==> src/rtl/multi_pulse_gen.sv <==
// NUM_CH independent capture-strobe channels, each with a runtime period and an optional finite burst.
// Latency: capture is combinational from registers. A config takes effect next cycle if the channel is idle, or at its next capture if running.
// Backpressure: cfg_ready drops per channel while an update is pending. Optional sync_in port with MULTI_PULSE_GEN_SYNC_EN.
module multi_pulse_gen #(
    parameter int FREQ_HZ            = 100000000,
    parameter int DEFAULT_PULSE_FREQ = 200000,
    parameter int NUM_CH             = 4,
    parameter int CNT_W              = 32,
    parameter int BURST_W            = 16
) (
    input  logic                                               clk,
    input  logic                                               resetn,
    input  logic                                               cfg_valid,
    output logic                                               cfg_ready,
    input  logic [((NUM_CH > 1) ? $clog2(NUM_CH) : 1)-1:0]     cfg_ch,
    input  logic [CNT_W-1:0]                                   cfg_period,
    input  logic [BURST_W-1:0]                                 cfg_burst,
`ifdef MULTI_PULSE_GEN_SYNC_EN
    input  logic                                               sync_in,
`endif
    output logic [NUM_CH-1:0]                                  capture,
    output logic [NUM_CH-1:0]                                  busy,
    output logic [NUM_CH-1:0]                                  done
);

    localparam int CH_W    = (NUM_CH > 1) ? $clog2(NUM_CH) : 1;
    localparam int RST_DIV = FREQ_HZ / DEFAULT_PULSE_FREQ;
    localparam logic [CNT_W-1:0] RST_PERIOD = (RST_DIV < 2) ? CNT_W'(1) : CNT_W'(RST_DIV);

    logic              sync_w;
    logic [NUM_CH-1:0] sel;
    logic [NUM_CH-1:0] pend_v;
    logic              xfer;
    logic [CNT_W-1:0]  cfg_period_c;

`ifdef MULTI_PULSE_GEN_SYNC_EN
    assign sync_w = sync_in;
`else
    assign sync_w = 1'b0;
`endif

    // Periods below 1 are meaningless; 0 and 1 both mean "strobe every cycle".
    assign cfg_period_c = (cfg_period < CNT_W'(2)) ? CNT_W'(1) : cfg_period;

    always_comb begin
        cfg_ready = 1'b1;
        sel       = '0;
        for (int i = 0; i < NUM_CH; i++) begin
            if (cfg_ch == CH_W'(i)) begin
                cfg_ready = !pend_v[i];
                sel[i]    = 1'b1;
            end
        end
    end

    assign xfer = cfg_valid && cfg_ready;

    for (genvar g = 0; g < NUM_CH; g++) begin : g_ch
        logic [CNT_W-1:0]   counter;
        logic [CNT_W-1:0]   period_act;
        logic [CNT_W-1:0]   period_shd;
        logic [BURST_W-1:0] burst_rem;
        logic [BURST_W-1:0] burst_shd;
        logic               running;
        logic               pending;
        logic               done_q;
        logic               cap;
        logic               apply;

        assign cap   = running && (counter == period_act - CNT_W'(1));
        assign apply = pending && (!running || cap || sync_w);

        always_ff @(posedge clk) begin
            if (!resetn) begin
                counter    <= '0;
                period_act <= RST_PERIOD;
                period_shd <= RST_PERIOD;
                burst_rem  <= '0;
                burst_shd  <= '0;
                running    <= 1'b1;
                pending    <= 1'b0;
                done_q     <= 1'b0;
            end else begin
                done_q <= 1'b0;
                // An apply on a capture cycle supersedes the old burst's decrement and done.
                if (apply) begin
                    period_act <= period_shd;
                    burst_rem  <= burst_shd;
                    counter    <= '0;
                    running    <= 1'b1;
                    pending    <= 1'b0;
                end else begin
                    if (cap) begin
                        counter <= '0;
                        if (burst_rem != '0) begin
                            burst_rem <= burst_rem - BURST_W'(1);
                            if (burst_rem == BURST_W'(1)) begin
                                running <= 1'b0;
                                done_q  <= 1'b1;
                            end
                        end
                    end else if (running) begin
                        counter <= counter + CNT_W'(1);
                    end
                    if (sync_w && running) begin
                        counter <= '0;
                    end
                end
                if (xfer && sel[g]) begin
                    period_shd <= cfg_period_c;
                    burst_shd  <= cfg_burst;
                    pending    <= 1'b1;
                end
            end
        end

        assign capture[g] = cap;
        assign busy[g]    = running;
        assign done[g]    = done_q;
        assign pend_v[g]  = pending;
    end

endmodule

==> config.mk <==
export PLATFORM = sky130hd
export DESIGN_NAME = multi_pulse_gen
export DESIGN_NICKNAME = d
export VERILOG_FILES = /design/src/rtl/multi_pulse_gen.sv
export SDC_FILE = /design/constraint.sdc
export NUM_CORES = 1
export LEC_CHECK = 0
export BUFFER_PORTS_ARGS = -buffer_cell sky130_fd_sc_hd__buf_2
export CORE_AREA = 8 8 303 305
export CTS_CLUSTER_DIAMETER = 30
export DETAILED_ROUTE_END_ITERATION = 10
export DIE_AREA = 0 0 311 313
export PLACE_DENSITY = 0.54
export SETUP_SLACK_MARGIN = 0.3
export SLEW_MARGIN = 25
export SYNTH_ARGS = -nofsm -noshare
export SYNTH_HDL_FRONTEND = slang
export SYNTH_SLANG_ARGS = --single-unit
==> constraint.sdc <==
create_clock -name clk -period 4.6 [get_ports clk]
set_input_delay 0.69 -clock clk [delete_from_list [all_inputs] [get_ports clk]]
set_output_delay 0.69 -clock clk [all_outputs]
set_load 0.1 [all_outputs]
=== Word-level counts from Yosys, hierarchy flattened ===
Cells that the tools add are included.

* Register bits: 524
* Latch bits: 0
* Bits in writable memories: 0
* Memory bits (read-only): 0
* Input bits: 53
* Word-level logic and storage cells: 160
* Memories kept: 0

* Add/subtract/negate cells: 12
* $mul: 0
* Div/mod/pow operators: 0
* $lt $le $gt $ge: 1
* Equal/unequal tests: 11
* Shifts and indexed selects: 0
* Mux-type cells: 33
* Bitwise logic cells: 9
* Reduce and logical (&&, ||, !) cells: 62

{| class="wikitable"
|+ Operators by type and width
! kind !! number
|-
| 16-bit 2-to-1 mux || 12
|-
| 32-bit by 1-bit adder with 32-bit output, second input constant || 4
|-
| 32-bit == test || 4
|-
| 32-bit by 1-bit subtractor with 32-bit output, second input constant || 4
|-
| 16-bit by 1-bit == test with 1-bit output, second input constant || 4
|-
| 16-bit nonzero test || 4
|-
| 16-bit by 1-bit subtractor with 16-bit output, second input constant || 4
|-
| 32-bit by 2-bit less-than comparator with 1-bit output, second input constant || 1
|-
| 32-bit 2-to-1 mux || 1
|-
| 2-bit nonzero test || 12
|-
| 1-bit 2-to-1 mux || 20
|-
| 4-bit OR reduction || 4
|-
| 1-bit logical AND || 13
|-
| 3-bit AND reduction || 4
|-
| 3-bit OR reduction || 4
|-
| 1-bit NOT || 9
|-
| 1-bit zero test || 8
|-
| 2-bit AND reduction || 4
|-
| 2-bit OR reduction || 4
|-
| 2-bit == test, second input constant || 2
|-
| 1-bit logical OR || 4
|-
| 2-bit by 1-bit == test with 1-bit output, second input constant || 1
|-
| 2-bit zero test || 1
|}

=== Longest topological paths before layout ===
Gate-level depths: netlist of the first run.

* Word-level depth: 8
* Gate-level depth with buffers: 16

=== Least setup slack after synthesis of the first run ===
OpenSTA, ideal clock, no wires.

* Path type: register -> output
* Start: register g_ch[0].period_act[5]
* End: output port capture[0]
* Data arrival time: 3.190 ns
* Setup slack: 0.720 ns
* Cell stages (with the launch flop): 10
* Buffers on the path: 2
* Cells stage by stage: dfxtp_1 buf_2 or4_1 or3_1 nor4_1 xnor2_1 a32oi_1 or4b_1 nor4b_1 buf_4

* Cells in the longest elaborated chain, start to end: 3

{| class="wikitable"
|+ RTL lines
! what !! line !! source
|-
| start: declaration || 60 || <nowiki>logic [CNT_W-1:0] period_act;</nowiki>
|-
| start signal: assignment || 87 || <nowiki>period_act <= period_shd;</nowiki>
|-
| 32-bit by 1-bit subtractor with 32-bit output || 70 || <nowiki>assign cap = running && (counter == period_act - CNT_W'(1));</nowiki>
|-
| 32-bit == test || 70 ||
|-
| 1-bit logical AND || 70 ||
|-
| end: declaration || 21 || <nowiki>output logic [NUM_CH-1:0] capture,</nowiki>
|}

Every way passes these cells.

=== Worst setup path after layout of the first run ===
* Start: register g_ch[0].period_act[4]
* End: output port capture[0]

The elaborated chain is that of the path after synthesis.

==> results.json, run 1 <==
{
  "status": "finished, final reports clean",
  "finalSetupTns_ps": 0,
  "drt_iter0_drc": 1855,
  "hp-class": "input port to register",
  "cp_slowest_cell": "or4_4",
  "h-tree-depth": 3,
  "utilization_pct": 38.0,
  "critPathMaxStageDelay_ps": 610,
  "slew_violations": 0,
  "met3_usage_pct": 3.01,
  "drc": 0,
  "grt_pass1_wl_um": 133000,
  "rows": 109,
  "cts_made_buffers": 116,
  "dp_cells": 4443,
  "vias": 24746,
  "ys_warn_count": 0,
  "first_pass_iters": 5,
  "avgRoutedWirePerCell_um": 18.3,
  "ys_ff_latch": 524,
  "placed_area_mm2": 0.0282,
  "seq_area_mm2": 0.0105,
  "path_max_fanout": 8,
  "syn_inst": 3382,
  "busiest_layer": "met2",
  "multi_input_area_mm2": 0.0156,
  "async_flop_share_pct": 0,
  "vias_per_cell": 5.27,
  "antennaDiodeCount": 0,
  "cts.clk_slew.worst_paths_ps": 50,
  "final_cell_mix": "517 x nand2_1, 505 x dfxtp_1, 327 x nor2_1",
  "coreArea_mm2": 0.0873,
  "required_ps": 3910,
  "postCtsHoldBufs": 0,
  "place.gp.congestion": 0.878,
  "rsz0062_at_grt": "yes",
  "critPathKind": "register to output port",
  "grt_max_degree": 139,
  "die_area_mm2": 0.0973,
  "syn_area_mm2": 0.0268,
  "io_buffers": 65,
  "setup_violations": 0,
  "cp.arrival_ps": 3860,
  "grt_pass1_vias": 23060,
  "detailedPlacementHpwl_um": 58900,
  "drive_gt1_share_pct": 14.7,
  "grt_use_met2_pct": 25.5,
  "final_area_mm2": 0.0332,
  "routed_wl_um": 86100,
  "ys_types": 92,
  "final_common_cell": "nand2_1",
  "skew_ps": 51.5,
  "ioPinCount": 66,
  "period_share_pct": 99.0,
  "synth_ff_type": "dfxtp_1",
  "globalRouteOverflowTotal": 0,
  "ys_seq_area_share_pct": 39.2,
  "drtAntennaViolNets": 0,
  "hold_violations": 0,
  "irDropWorstVdd_uv": 324,
  "final_cells": 4700,
  "avgSynthCellArea_um2": 7.92,
  "fmax_mhz": 220,
  "clk_latency_ps": 690,
  "max_slew_margin_pct": 41.6,
  "cts_buffer_depth": 3,
  "antenna_found_initial": 5,
  "grt_usage_pct": 16.8,
  "die_w_um": 311,
  "min_period_ps": 4550,
  "cts_root_buf": "clkbuf_16",
  "fillers": 9015,
  "syn_nets": 3451,
  "synthToLayoutAreaGrowth_pct": 23.8,
  "end_kind": "output port",
  "crit_chain": "or4_4 > or3_4 > nor4_4 > xnor2_1 > a32oi_1 > or4b_4 > nor4b_4 > buf_4 > buf_12",
  "tightest_slew_ps": 876,
  "die_h_um": 313,
  "cts_sinks": 524,
  "p_leak_nw": 11.8,
  "synth_edf_count": 0,
  "final_nets": 3501,
  "met1_usage_pct": 23.9,
  "cap_violations": 0,
  "initial_core_util_pct": 30.7,
  "cts_tree": "yes",
  "power_density_mw_per_mm2": 418,
  "cp-start-kind": "register"
}
## synth_stat cells, types with 25 or more instances
cell type / number / area share, %
nor4_1: 67 / 1.6
nor3_1: 101 / 1.9
and3_1: 40 / 0.93
nand2_1: 520 / 7.3
inv_1: 61 / 0.86
mux2i_1: 80 / 3.0
dfxtp_1: 524 / 39
nand3_1: 202 / 3.8
nor2_1: 330 / 4.6
or4_1: 40 / 1.1
nand4_1: 68 / 1.6
a21oi_1: 273 / 5.1
or3_1: 40 / 0.93
xor2_1: 128 / 4.2
o31ai_1: 25 / 0.70
o21ai_0: 112 / 2.1
xnor2_1: 152 / 5.0
clkbuf_1: 166 / 2.3
## worst max-delay path, delay by kind of cell, from the launching register on
kind | cells | cell delay, ps
and+or+nand+nor | 5 | 2180
DFF | 1 | 380
buffers and inverters | 2 | 340
xor gates and xnor gates | 1 | 150
AOI/OAI and AO/OA | 1 | 120
## flip-flops by register name, indices dropped and copies added, names as in the netlist
name,flops
g_ch.counter,128
g_ch.period_act,128
g_ch.period_shd,128
g_ch.burst_rem,64
g_ch.burst_shd,64
g_ch.done_q,4
g_ch.pending,4
g_ch.running,4
## logic make-up (layout without fill, tap and decap cells)
group,after synthesis,after routing,share of synthesized area (%)
multiplexers,84,84,3.16
XOR/XNOR,282,282,9.33
AO/OA/AOI/OAI,621,621,14.5
buffers and inverters,288,440,4.52
AND/OR/NAND/NOR,1567,1568,28.6
flip-flops,524,524,39.2
adder cells (fa/ha/maj),16,16,0.748
## metrics by stage
| step | power [W] | hold slack (ps) | worst slack (ps) |
|---|---|---|---|
| 2_1_floorplan | 0.00505 | 427 | 720 |
| 3_3_place_gp | 0.00528 | 440 | 276 |
| 3_5_place_dp | 0.00528 | 447 | 153 |
| 4_1_cts | 0.0140 | 308 | 60.2 |
| 5_1_grt | 0.0143 | 340 | -69.9 |
| 6_report | 0.0139 | 344 | 47.2 |
## final timing paths
path	from	to	slack, ps	depth (start not counted)
setup / recovery	g_ch[0].period_act[4]	capture[0]	50	9
hold / removal	cfg_period[15]	g_ch[3].period_shd[15]	340	3
setup reg to reg	g_ch[0].period_act[4]	g_ch[0].burst_rem[5]	680	10
hold reg to reg	g_ch[3].period_shd[7]	g_ch[3].period_act[7]	430	2
## layer usage
metal,vias to the layer above,part of all wire [%]
met5,-,0.044
met4,6,3.0
met3,166,5.3
met2,581,43
met1,11894,48
li1,12099,-
## power by group
group / switching [W] / internal (W) / total, W
sequential: 0.0000643 / 0.00462 / 0.00469
combinational: 0.000373 / 0.000129 / 0.000502
clock: 0.00287 / 0.00579 / 0.00867
total: 0.00331 / 0.0105 / 0.0139
## final cells by class
type                            instances  area share [%]
Clock buffer                          137            9.45
Tap cell                             1165            4.40
Sequential cell                       524            31.8
Inverter                               62           0.732
Clock inverter                         84            3.10
Multi-Input combinational cell       2571            47.2
Timing Repair Buffer                  157            3.37
## what timing repair did
action / CTS / global route
endpoints found under the setup margin: 5 / 36
gates resized for setup: 62 / 62
cloned: 0 / 1
setup buffers: 21 / 14
pin swaps: 21 / 32
(Power assumes the default switching activity.)
==> run 2, diff against run 1 <==
--- a/config.mk
+++ b/config.mk
@@ -9,4 +9,5 @@
 export CORE_AREA = 8 8 303 305
 export CTS_CLUSTER_DIAMETER = 30
+export CTS_CLUSTER_SIZE = 30
 export DETAILED_ROUTE_END_ITERATION = 10
 export DIE_AREA = 0 0 311 313
==> constraint.sdc (replaced) <==
create_clock -name clk -period 4.6 [get_ports clk]
set_input_delay 0.46 -clock clk [delete_from_list [all_inputs] [get_ports clk]]
set_output_delay 0.46 -clock clk [all_outputs]
set_load 0.1 [all_outputs]
==> results.json, run 2 (same netlist as run 1, synthesis figures left out) <==
{
  "cts_made_buffers": 131,
  "postCtsHoldBufs": 0,
  "coreArea_mm2": 0.0873,
  "io_buffers": 65,
  "critPathMaxStageDelay_ps": 510,
  "cp-start-kind": "register",
  "hold_violations": 0,
  "cp-startpoint": "g_ch[0].period_act[24]",
  "end_kind": "output port",
  "slew_violations": 0,
  "tightest_slew_ps": 805,
  "hp-class": "input port to register",
  "place.gp.congestion": 0.885,
  "grt_usage_pct": 17.0,
  "critPathKind": "register to output port",
  "pre_cts_slack_ps": 568,
  "first_pass_iters": 6,
  "grt_pass1_vias": 23403,
  "finalSetupTns_ps": 0,
  "globalRouteOverflowTotal": 0,
  "sw_frac_of_total_pct": 22.4,
  "h-tree-depth": 4,
  "ioPinCount": 66,
  "intPower_w": 0.0115,
  "p_clk_share_pct": 64.7,
  "synthToLayoutAreaGrowth_pct": 24.3,
  "die_h_um": 313,
  "worst_slack_ps": 309,
  "final_nets": 3501,
  "p_comb_share_pct": 3.4,
  "setup_violations": 0,
  "min_from": "cfg_burst[12]",
  "avgRoutedWirePerCell_um": 18.2,
  "fillers": 8975,
  "drive_gt1_share_pct": 13.3,
  "grt_max_degree": 116,
  "seq_area_mm2": 0.0105,
  "final_common_cell": "nand2_1",
  "cap_violations": 0,
  "final_cell_mix": "520 x nand2_1, 517 x dfxtp_1, 325 x nor2_1",
  "fmax_mhz": 233,
  "multi_input_area_mm2": 0.0154,
  "vias": 24494,
  "cp_slowest_cell": "or4_1",
  "cp_common_cell": "or3_1",
  "detailedPlacementHpwl_um": 59000,
  "antennaDiodeCount": 0,
  "drc": 0,
  "cts_sinks": 524,
  "antenna_found_initial": 2,
  "min_period_ps": 4290,
  "p_seq_share_pct": 31.9,
  "max_slew_margin_pct": 45.8,
  "p_sw_w": 0.00330,
  "worstReg2RegStart": "g_ch[2].period_act[2]",
  "cts.clk_slew.worst_paths_ps": 50,
  "drt_iter0_drc": 1851,
  "status": "finished, final reports clean",
  "rows": 109,
  "clk_latency_ps": 700,
  "cts_tree": "yes",
  "skew_ps": 28.3,
  "drtAntennaViolNets": 0,
  "power_density_mw_per_mm2": 443,
  "grt_pass1_wl_um": 134000,
  "cp.arrival_ps": 3830,
  "rsz0062_at_grt": "yes",
  "routed_wl_um": 85500,
  "path_max_fanout": 8,
  "die_w_um": 311,
  "p_leak_nw": 12.0,
  "period_share_pct": 93.3,
  "cts_root_buf": "clkbuf_16",
  "largestRegisters": "g_ch.counter x128, g_ch.period_act x128, g_ch.period_shd x128",
  "irDropWorstVdd_uv": 346,
  "required_ps": 4140,
  "placed_area_mm2": 0.0282,
  "crit_chain": "or3_1 > or3_1 > or4_1 > a21o_1 > a22oi_1 > nand4_1 > nor4b_4 > buf_4 > buf_12",
  "die_area_mm2": 0.0973,
  "final_area_mm2": 0.0333,
  "cts_buffer_depth": 3,
  "initial_core_util_pct": 30.7,
  "vias_per_cell": 5.21
}
## run 2: cell types whose count changed in the layout (fill, tap and decap cells not counted), sizes merged
| cell | before | now |
|---|---|---|
| buf | 157 | 143 |
| bufinv | 16 | 18 |
| clkbuf | 137 | 175 |
| clkinv | 34 | 36 |
| clkinvlp | 17 | 4 |
| inv | 79 | 66 |
| or3 | 41 | 40 |
## run 2: final timing paths
check,endpoint,slack (ps),cells after the start
min,g_ch[2].burst_shd[12],90,3
min reg2reg,g_ch[0].burst_shd[6],450,2
max,capture[0],310,9
max reg2reg,g_ch[2].period_act[5],630,10
## run 2: power by group through the flow
stage / Sequential [W] / Clock, W / Combinational, W
2_1_floorplan: 0.00475 / 0 / 0.000306
3_3_place_gp: 0.00478 / 0 / 0.000498
3_5_place_dp: 0.00478 / 0 / 0.000500
4_1_cts: 0.00470 / 0.00971 / 0.000502
5_1_grt: 0.00470 / 0.00995 / 0.000549
6_report: 0.00470 / 0.00956 / 0.000502
## run 2: per-stage QoR
step           util [%]  std cells  hold WS (ps)  total power, W
2_1_floorplan         -       3382           427         0.00505
3_3_place_gp       32.3       4446           440         0.00528
3_5_place_dp       32.3       4446           445         0.00528
4_1_cts            37.9       4695          59.2          0.0149
5_1_grt            38.1       4701          80.9          0.0152
6_report           38.1       4701          93.4          0.0148
## run 2: metal layers
metal / vias up / wire length (um) / share of wire, % / GRT usage [%]
met4: 0 / 2260 / 2.6 / 6.37
li1: 12095 / - / - / -
met1: 11609 / 41400 / 48 / 23.7
met5: - / 0 / 0 / 0
met3: 167 / 4560 / 5.3 / 3.15
met2: 623 / 37300 / 44 / 25.9
## run 2: layout make-up
type | count | area share (%)
clock buffer | 175 | 11.3
clock inverter | 62 | 2.69
inverter | 62 | 0.722
multi-input combinational | 2570 | 46.3
sequential | 524 | 31.5
tap | 1165 | 4.38
timing repair buffer | 143 | 3.07
## run 2: timing repair
item / in CTS / in global routing
endpoints found under the setup margin: 4 / 43
setup buffers: 12 / 6
cloned: 0 / 0
resized for setup: 40 / 36
pin swaps: 13 / 14
## run 2: critical path: cells and delay by family (launching register included)
kind	cells	cell delay (ps)
flops	1	380
buf+inv	2	340
compound gates	2	440
simple gates	5	1950
